**src/rtl/mem_bus_arbiter_pkg.sv**
```systemverilog
// Shared definitions for the memory bus arbiter.
//   - FSM state encoding (2 bits)
//   - default bus address/data widths and byte-select width
package mem_bus_arbiter_pkg;

  localparam int BUS_AW = 32;
  localparam int BUS_DW = 32;
  localparam int SEL_W  = 4;

  typedef enum logic [1:0] {
    ST_IDLE      = 2'd0,
    ST_GRANT_MEM = 2'd1,
    ST_GRANT_IF  = 2'd2,
    ST_RESP      = 2'd3
  } arb_state_e;

endpackage

```
**src/rtl/mem_bus_arbiter_if.sv**
```systemverilog
// External memory bus between the arbiter and the SRAM/bus interface.
//   master : arbiter side, drives the registered command (bus_req, bus_we,
//            bus_addr, bus_sel, bus_wdata) and receives bus_ack/bus_rdata
//   slave  : memory side, receives the command and returns bus_ack/bus_rdata
interface mem_bus_arbiter_if
  import mem_bus_arbiter_pkg::*;
#(
  parameter int AW = BUS_AW,
  parameter int DW = BUS_DW
);

  logic             bus_req;
  logic             bus_we;
  logic [AW-1:0]    bus_addr;
  logic [SEL_W-1:0] bus_sel;
  logic [DW-1:0]    bus_wdata;
  logic             bus_ack;
  logic [DW-1:0]    bus_rdata;

  modport master (
    output bus_req, bus_we, bus_addr, bus_sel, bus_wdata,
    input  bus_ack, bus_rdata
  );

  modport slave (
    input  bus_req, bus_we, bus_addr, bus_sel, bus_wdata,
    output bus_ack, bus_rdata
  );

endinterface

```
**src/rtl/mem_bus_arbiter.sv**
```systemverilog
// Shares one external memory bus between instruction fetch (IF) and
// load/store (MEM). Each access is a request/ack transaction; MEM has fixed
// priority. Per-stage stall requests stay high until that stage's ack.
// Ports:
//   clk, rst (async, active-low)
//   flush                 : discard an in-flight IF result
//   if_req/if_addr        -> if_ack/if_rdata
//   mem_req/we/addr/sel/wdata -> mem_ack/mem_rdata
//   bus_err               : pulses with the ack of a timed-out access
//   stallreq_if/mem       : combinational stall requests
//   bus (master modport)  : registered bus command, bus_ack/bus_rdata back
module mem_bus_arbiter
  import mem_bus_arbiter_pkg::*;
#(
  parameter int AW     = BUS_AW,
  parameter int DW     = BUS_DW,
  parameter int TO_CYC = 255
) (
  input  logic             clk,
  input  logic             rst,
  input  logic             flush,
  input  logic             if_req,
  input  logic [AW-1:0]    if_addr,
  output logic             if_ack,
  output logic [DW-1:0]    if_rdata,
  input  logic             mem_req,
  input  logic             mem_we,
  input  logic [AW-1:0]    mem_addr,
  input  logic [SEL_W-1:0] mem_sel,
  input  logic [DW-1:0]    mem_wdata,
  output logic             mem_ack,
  output logic [DW-1:0]    mem_rdata,
  output logic             bus_err,
  output logic             stallreq_if,
  output logic             stallreq_mem,
  mem_bus_arbiter_if.master bus
);

  localparam int              CNT_W    = $clog2(TO_CYC + 1);
  localparam logic [CNT_W-1:0] CNT_LAST = CNT_W'(TO_CYC - 1);

  arb_state_e       state_q, state_d;
  logic             owner_mem_q, owner_mem_d;
  logic [CNT_W-1:0] cnt_q, cnt_d;
  logic             err_q, err_d;
  logic             drop_q, drop_d;
  logic             bus_req_q, bus_req_d;
  logic             bus_we_q, bus_we_d;
  logic [AW-1:0]    bus_addr_q, bus_addr_d;
  logic [SEL_W-1:0] bus_sel_q, bus_sel_d;
  logic [DW-1:0]    bus_wdata_q, bus_wdata_d;
  logic [DW-1:0]    if_rdata_q, if_rdata_d;
  logic [DW-1:0]    mem_rdata_q, mem_rdata_d;
  logic             cap_en;
  logic [DW-1:0]    cap_val;
  logic             resp_mem, resp_if;

  always_ff @(posedge clk or negedge rst) begin
    if (!rst) begin
      state_q     <= ST_IDLE;
      owner_mem_q <= 1'b0;
      cnt_q       <= '0;
      err_q       <= 1'b0;
      drop_q      <= 1'b0;
      bus_req_q   <= 1'b0;
      bus_we_q    <= 1'b0;
      bus_addr_q  <= '0;
      bus_sel_q   <= '0;
      bus_wdata_q <= '0;
      if_rdata_q  <= '0;
      mem_rdata_q <= '0;
    end else begin
      state_q     <= state_d;
      owner_mem_q <= owner_mem_d;
      cnt_q       <= cnt_d;
      err_q       <= err_d;
      drop_q      <= drop_d;
      bus_req_q   <= bus_req_d;
      bus_we_q    <= bus_we_d;
      bus_addr_q  <= bus_addr_d;
      bus_sel_q   <= bus_sel_d;
      bus_wdata_q <= bus_wdata_d;
      if_rdata_q  <= if_rdata_d;
      mem_rdata_q <= mem_rdata_d;
    end
  end

  always_comb begin
    state_d     = state_q;
    owner_mem_d = owner_mem_q;
    cnt_d       = cnt_q;
    err_d       = err_q;
    drop_d      = drop_q;
    bus_req_d   = bus_req_q;
    bus_we_d    = bus_we_q;
    bus_addr_d  = bus_addr_q;
    bus_sel_d   = bus_sel_q;
    bus_wdata_d = bus_wdata_q;
    if_rdata_d  = if_rdata_q;
    mem_rdata_d = mem_rdata_q;
    cap_en      = 1'b0;
    cap_val     = '0;

    case (state_q)
      ST_IDLE: begin
        cnt_d  = '0;
        err_d  = 1'b0;
        drop_d = 1'b0;
        // The command registers load on the grant edge, so bus_req
        // appears one cycle after the decision.
        if (mem_req) begin
          state_d     = ST_GRANT_MEM;
          owner_mem_d = 1'b1;
          bus_req_d   = 1'b1;
          bus_we_d    = mem_we;
          bus_addr_d  = mem_addr;
          bus_sel_d   = mem_sel;
          bus_wdata_d = mem_wdata;
        end else if (if_req && !flush) begin
          state_d     = ST_GRANT_IF;
          owner_mem_d = 1'b0;
          bus_req_d   = 1'b1;
          bus_we_d    = 1'b0;
          bus_addr_d  = if_addr;
          bus_sel_d   = '1;
          bus_wdata_d = '0;
        end
      end
      ST_GRANT_MEM, ST_GRANT_IF: begin
        // A flushed fetch still runs to completion; only its ack is dropped.
        if (state_q == ST_GRANT_IF && flush) drop_d = 1'b1;
        if (bus.bus_ack) begin
          state_d   = ST_RESP;
          bus_req_d = 1'b0;
          cnt_d     = '0;
          cap_en    = 1'b1;
          cap_val   = bus.bus_rdata;
        end else if (cnt_q == CNT_LAST) begin
          // TO_CYC grant cycles without ack: abort and return zero data.
          state_d   = ST_RESP;
          bus_req_d = 1'b0;
          cnt_d     = '0;
          err_d     = 1'b1;
          cap_en    = 1'b1;
          cap_val   = '0;
        end else begin
          cnt_d = cnt_q + 1'b1;
        end
      end
      ST_RESP: begin
        state_d = ST_IDLE;
        err_d   = 1'b0;
        drop_d  = 1'b0;
      end
      default: state_d = ST_IDLE;
    endcase

    // Stores leave mem_rdata holding the last load result.
    if (cap_en) begin
      if (owner_mem_q) begin
        if (!bus_we_q) mem_rdata_d = cap_val;
      end else begin
        if_rdata_d = cap_val;
      end
    end
  end

  assign resp_mem = (state_q == ST_RESP) && owner_mem_q;
  assign resp_if  = (state_q == ST_RESP) && !owner_mem_q && !drop_q && !flush;

  assign mem_ack      = resp_mem;
  assign if_ack       = resp_if;
  assign bus_err      = err_q && (resp_mem || resp_if);
  assign if_rdata     = if_rdata_q;
  assign mem_rdata    = mem_rdata_q;
  assign stallreq_if  = if_req && !if_ack;
  assign stallreq_mem = mem_req && !mem_ack;

  assign bus.bus_req   = bus_req_q;
  assign bus.bus_we    = bus_we_q;
  assign bus.bus_addr  = bus_addr_q;
  assign bus.bus_sel   = bus_sel_q;
  assign bus.bus_wdata = bus_wdata_q;

endmodule

```
**src/flat_wrapper.sv**
```systemverilog
// flat-port wrapper written by rule: the top's interface ports become plain ports
module mem_bus_arbiter_flat import mem_bus_arbiter_pkg::*;
#(
  parameter int AW     = BUS_AW,
  parameter int DW     = BUS_DW,
  parameter int TO_CYC = 255
)
  (clk, rst, flush, if_req, if_addr, if_ack, if_rdata, mem_req, mem_we, mem_addr, mem_sel, mem_wdata, mem_ack, mem_rdata, bus_err, stallreq_if, stallreq_mem, bus_bus_req, bus_bus_we, bus_bus_addr, bus_bus_sel, bus_bus_wdata, bus_bus_ack, bus_bus_rdata);
  mem_bus_arbiter_if #(.AW(AW), .DW(DW)) bus_i ();
  input  logic clk;
  input  logic rst;
  input  logic flush;
  input  logic if_req;
  input  logic [AW-1:0] if_addr;
  output logic if_ack;
  output logic [DW-1:0] if_rdata;
  input  logic mem_req;
  input  logic mem_we;
  input  logic [AW-1:0] mem_addr;
  input  logic [SEL_W-1:0] mem_sel;
  input  logic [DW-1:0] mem_wdata;
  output logic mem_ack;
  output logic [DW-1:0] mem_rdata;
  output logic bus_err;
  output logic stallreq_if;
  output logic stallreq_mem;
  output wire logic [$bits(bus_i.bus_req)-1:0] bus_bus_req;
  output wire logic [$bits(bus_i.bus_we)-1:0] bus_bus_we;
  output wire logic [$bits(bus_i.bus_addr)-1:0] bus_bus_addr;
  output wire logic [$bits(bus_i.bus_sel)-1:0] bus_bus_sel;
  output wire logic [$bits(bus_i.bus_wdata)-1:0] bus_bus_wdata;
  input wire logic [$bits(bus_i.bus_ack)-1:0] bus_bus_ack;
  input wire logic [$bits(bus_i.bus_rdata)-1:0] bus_bus_rdata;
  assign bus_bus_req = bus_i.bus_req;
  assign bus_bus_we = bus_i.bus_we;
  assign bus_bus_addr = bus_i.bus_addr;
  assign bus_bus_sel = bus_i.bus_sel;
  assign bus_bus_wdata = bus_i.bus_wdata;
  assign bus_i.bus_ack = bus_bus_ack;
  assign bus_i.bus_rdata = bus_bus_rdata;
  mem_bus_arbiter #(.AW(AW), .DW(DW), .TO_CYC(TO_CYC)) u_core (.clk(clk), .rst(rst), .flush(flush), .if_req(if_req), .if_addr(if_addr), .if_ack(if_ack), .if_rdata(if_rdata), .mem_req(mem_req), .mem_we(mem_we), .mem_addr(mem_addr), .mem_sel(mem_sel), .mem_wdata(mem_wdata), .mem_ack(mem_ack), .mem_rdata(mem_rdata), .bus_err(bus_err), .stallreq_if(stallreq_if), .stallreq_mem(stallreq_mem), .bus(bus_i));
endmodule
```
**config.mk**
```make
export PLATFORM = sky130hd
export DESIGN_NAME = mem_bus_arbiter_flat
export DESIGN_NICKNAME = d
export VERILOG_FILES = /design/src/rtl/mem_bus_arbiter_pkg.sv /design/src/rtl/mem_bus_arbiter_if.sv /design/src/rtl/mem_bus_arbiter.sv /design/src/flat_wrapper.sv
export SDC_FILE = /design/constraint.sdc
export NUM_CORES = 1
export LEC_CHECK = 0
export ABC_AREA = 1
export BUFFER_PORTS_ARGS = -buffer_cell sky130_fd_sc_hd__buf_4
export CORE_MARGIN = 4
export CORE_UTILIZATION = 48
export DETAILED_ROUTE_END_ITERATION = 8
export GPL_TIMING_DRIVEN = 1
export PLACE_DENSITY = 0.8
export REMOVE_ABC_BUFFERS = 1
export SLEW_MARGIN = 20
export SYNTH_ARGS = -nofsm -noshare
export SYNTH_HDL_FRONTEND = slang
export SYNTH_SLANG_ARGS = --single-unit
```
**constraint.sdc**
```tcl
create_clock -name clk -period 1.9 [get_ports clk]
set_input_delay 0.285 -clock clk [delete_from_list [all_inputs] [get_ports clk]]
set_output_delay 0.285 -clock clk [all_outputs]
set_load 0.03 [all_outputs]
```
==> flow_summary_export.csv <==
group,metric,value,unit
global_route,grt_pass1_wl,29600,um
floorplan,pin_count,278,
critical_path,cp-end-kind,"flop",
cts,clockBufferDepth,2,
status,status,"finished, final reports clean",
synthesis,seq_area_frac_synth,55.0,%
layout,antenna_cells,0,
global_route,grt_start_max_net_pins,65,
cts,cts_sinks,147,
synthesis,synth_seq_cells,147,
cts,numCtsBuffers,17,
hold_path,hold_start,"mem_wdata[29]",
place,dp_hpwl,13300,um
place,place.gp.congestion,0.809,
critical_path,critPathRequiredTime,2.20,ns
global_route,globalRouteTotalUtil,23.4,%
timing,finalCritPeriodShare,95.2,%
route,vias_per_cell,4.83,
synthesis,ys_top_cells_by_area,"dfrtp_1 (55%), nand2_1 (14%), nor2_4 (5.2%), a22o_1 (4.3%), nor2_1 (4.3%)",
timing,rsz0062_at_grt,"yes",
synthesis,ys_dominant_reg_cell,"dfrtp_1",
timing,hold_viol,0,
layout,fin_util,70.9,%
critical_path,path_class,"reg -> reg",
pwr,p_clk_share,19.5,%
timing,slew_viol_final,0,
pwr,pwr-share-seq,30.1,%
timing,worst_pin_slew,0.615,ns
cts,htreeDepth,4,
floorplan,floorplan.initialDensity,49.7,%
layout,area_growth,42.7,%
pwr,intPower,9.91,mW
synthesis,yosys.area.top_type_share,55.0,%
cts,insertion_delay,0.42,ns
job,max-cap-violations,0,
critical_path,crit_path_start_kind,"flop",
synthesis,synth_warnings,0,
timing,relSlewSlack,59.0,%
global_route,grt_pass1_vias,5741,
cts,cts_tree,"done",
synthesis,yosys.area.top_type,"dfrtp_1",
global_route,antenna_found_initial,0,
floorplan,rows,42,
route,wl_per_cell,15.7,um
timing,finalCriticalPeriod,1.81,ns
pwr,powerDensity,1880,nW/um2
cts,path_clk_slew,0.06,ns
pwr,vdd_drop_max,0.941,mV
cts,cts_root_buf,"clkbuf_16",
pwr,p_switching,8.04,mW
layout,drive_above_1_share,37.7,%
global_route,grt_overflow_total,0,
pwr,power,17.9,mW
place,dpl.cell_count,1147,
route,totalWireLength,18500,um
critical_path,r2r-start,"u_core.state_q[1]$_DFFE_PN0P_",
timing,finalClockSkew,0.00720,ns
critical_path,crit_path_start,"u_core.state_q[1]$_DFFE_PN0P_",
timing,setup_viol,0,
route,detail-route-antenna-nets,0,
floorplan,dieWidth,126,um
layout,final_cell_count_no_fill,1181,
floorplan,core,13500,um2
layout,final_common_cell,"buf_4",
route,dr.first_iter.drc_count,324,
pwr,p_sw_share,44.8,%
hold_path,min_path_type,"in -> reg",
route,drc,0,
synthesis,syn-cell-area,6680,um2
floorplan,die_h,126,um
route,first_pass_iters,4,
layout,final_cell_mix,"buf_4 (288), nand2_1 (252), dfrtp_1 (146), nor2_1 (77), inv_1 (53)",
critical_path,path_max_fanout,32,
synthesis,syn_avg_cell_area,9.36,um2
pwr,p_comb_share,50.5,%
place,port-buffer-count,277,
critical_path,worstPathArrival,2.11,ns
timing,fmax,0.553,GHz
synthesis,async_flop_share,100,%
pwr,p_leak,5.13,nW
layout,nNetsFinal,1138,
route,vias,5700,
synthesis,synthDistinctLibCells,31,
synthesis,syn-instance-count,714,
synthesis,synth_edf_count,0,
floorplan,die_area,15900,um2
==> area by class of cell <==
cell class / count / area [um2]
timing repair buffer: 294 / 2260
fill: 1030 / 3920
inverter: 58 / 220
multi-input combinational: 474 / 2530
sequential: 147 / 3680
clock buffer: 19 / 453
tap: 176 / 220
clock inverter: 13 / 173
==> kinds of logic (layout without fill, tap and decap cells) <==
| group | after synthesis | after routing | synth area share [%] |
|---|---|---|---|
| and+or+nand+nor | 382 | 382 | 26.3 |
| DFF | 147 | 147 | 55.0 |
| buffers and inverters | 93 | 384 | 7.53 |
| AOI/OAI and AO/OA | 84 | 84 | 9.70 |
| adders and majority gates | 7 | 7 | 1.31 |
| xor gates and xnor gates | 1 | 1 | 0.131 |
==> critical path, cell delays in order, from the launching register on <==
cell	delay (ns)
dfrtp_1	0.41
inv_1	0.11
ha_1	0.38
buf_4	0.19
nand3_4	0.34
nand2_2	0.17
nand2_1	0.08
==> sequential cells by signal, summed over array words and instances, names as in the netlist <==
register,cells
u_core.bus.bus_addr,32
u_core.cnt_q,8
u_core.if_rdata,32
u_core.drop_q,1
u_core.state_q,2
u_core.bus.bus_we,1
u_core.bus.bus_sel,4
u_core.mem_rdata,32
u_core.bus.bus_req,1
u_core.bus.bus_wdata,32
u_core.owner_mem_q,1
u_core.err_q,1
==> worst paths after layout <==
check,endpoint,slack [ns],depth (start not counted)
worst min-delay path,u_core.bus.bus_wdata[29]$_DFFE_PN0P_,0.09,2
min in group asynchronous,u_core.bus.bus_addr[13]$_DFFE_PN0P_,0.39,2
worst max-delay path,u_core.mem_rdata[23]$_DFFE_PN0P_,0.09,6
worst max register to register,u_core.mem_rdata[23]$_DFFE_PN0P_,0.09,6
max in group asynchronous,u_core.bus.bus_wdata[28]$_DFFE_PN0P_,0.86,3
worst min register to register,u_core.if_rdata[28]$_DFFE_PN0P_,0.47,2
==> synth_stat cells, types with 2 or more instances <==
cell / count
nand3_1: 6
a22o_1: 33
buf_6: 7
inv_1: 53
o21ai_0: 7
clkbuf_1: 3
dfrtp_1: 147
o21ai_1: 2
nand2_2: 6
a21oi_1: 2
o22a_1: 4
nand2_4: 2
nand3_4: 2
nand2_1: 253
o31ai_1: 32
ha_1: 7
buf_12: 3
buf_2: 13
buf_4: 9
nor2_2: 3
nor2_4: 31
nor2_1: 77
inv_2: 4
==> power groups by stage <==
stage                     Combinational [mW]  Sequential, mW  Clock [mW]
after global placement                  8.93            5.36           0
final                                   9.06            5.39        3.49
after detailed placement                9.10            5.37           0
after floorplan                         2.88            7.88           0
after global routing                    9.72            5.56        3.69
after CTS                               9.11            5.37        3.55
==> timing repair <==
| action | CTS | global route |
|---|---|---|
| endpoints found under the hold margin | 47 | 0 |
| resized for setup | 1 | 4 |
| setup endpoints to repair | 1 | 18 |
| setup buffers | 0 | 1 |
| cloned | 0 | 0 |
| hold buffers | 1 | 0 |
| pin swaps | 0 | 1 |
==> layer usage <==
metal / global-route usage (%) / up-vias / part of all wire, %
li1: - / 2812 / -
met4: 7.38 / 0 / 2.1
met1: 29.8 / 2653 / 41
met2: 38.9 / 208 / 50
met5: 0 / - / 0
met3: 6.82 / 27 / 7.1
==> per-stage QoR <==
| step | setup WS [ns] | TNS, ns | hold slack (ns) | instance area [um2] |
|---|---|---|---|---|
| finish | 0.0919 | 0 | 0.0861 | 9540 |
| CTS | 0.0239 | 0 | 0.0694 | 9510 |
| floorplan | -0.121 | -1.83 | -0.0106 | 6400 |
| global route | -0.0306 | -0.248 | 0.0675 | 9540 |
| global placement | 0.216 | 0 | 0.270 | 8870 |
| detailed placement | 0.129 | 0 | 0.265 | 8870 |
Note: power is estimated with default switching activity, not from simulation.
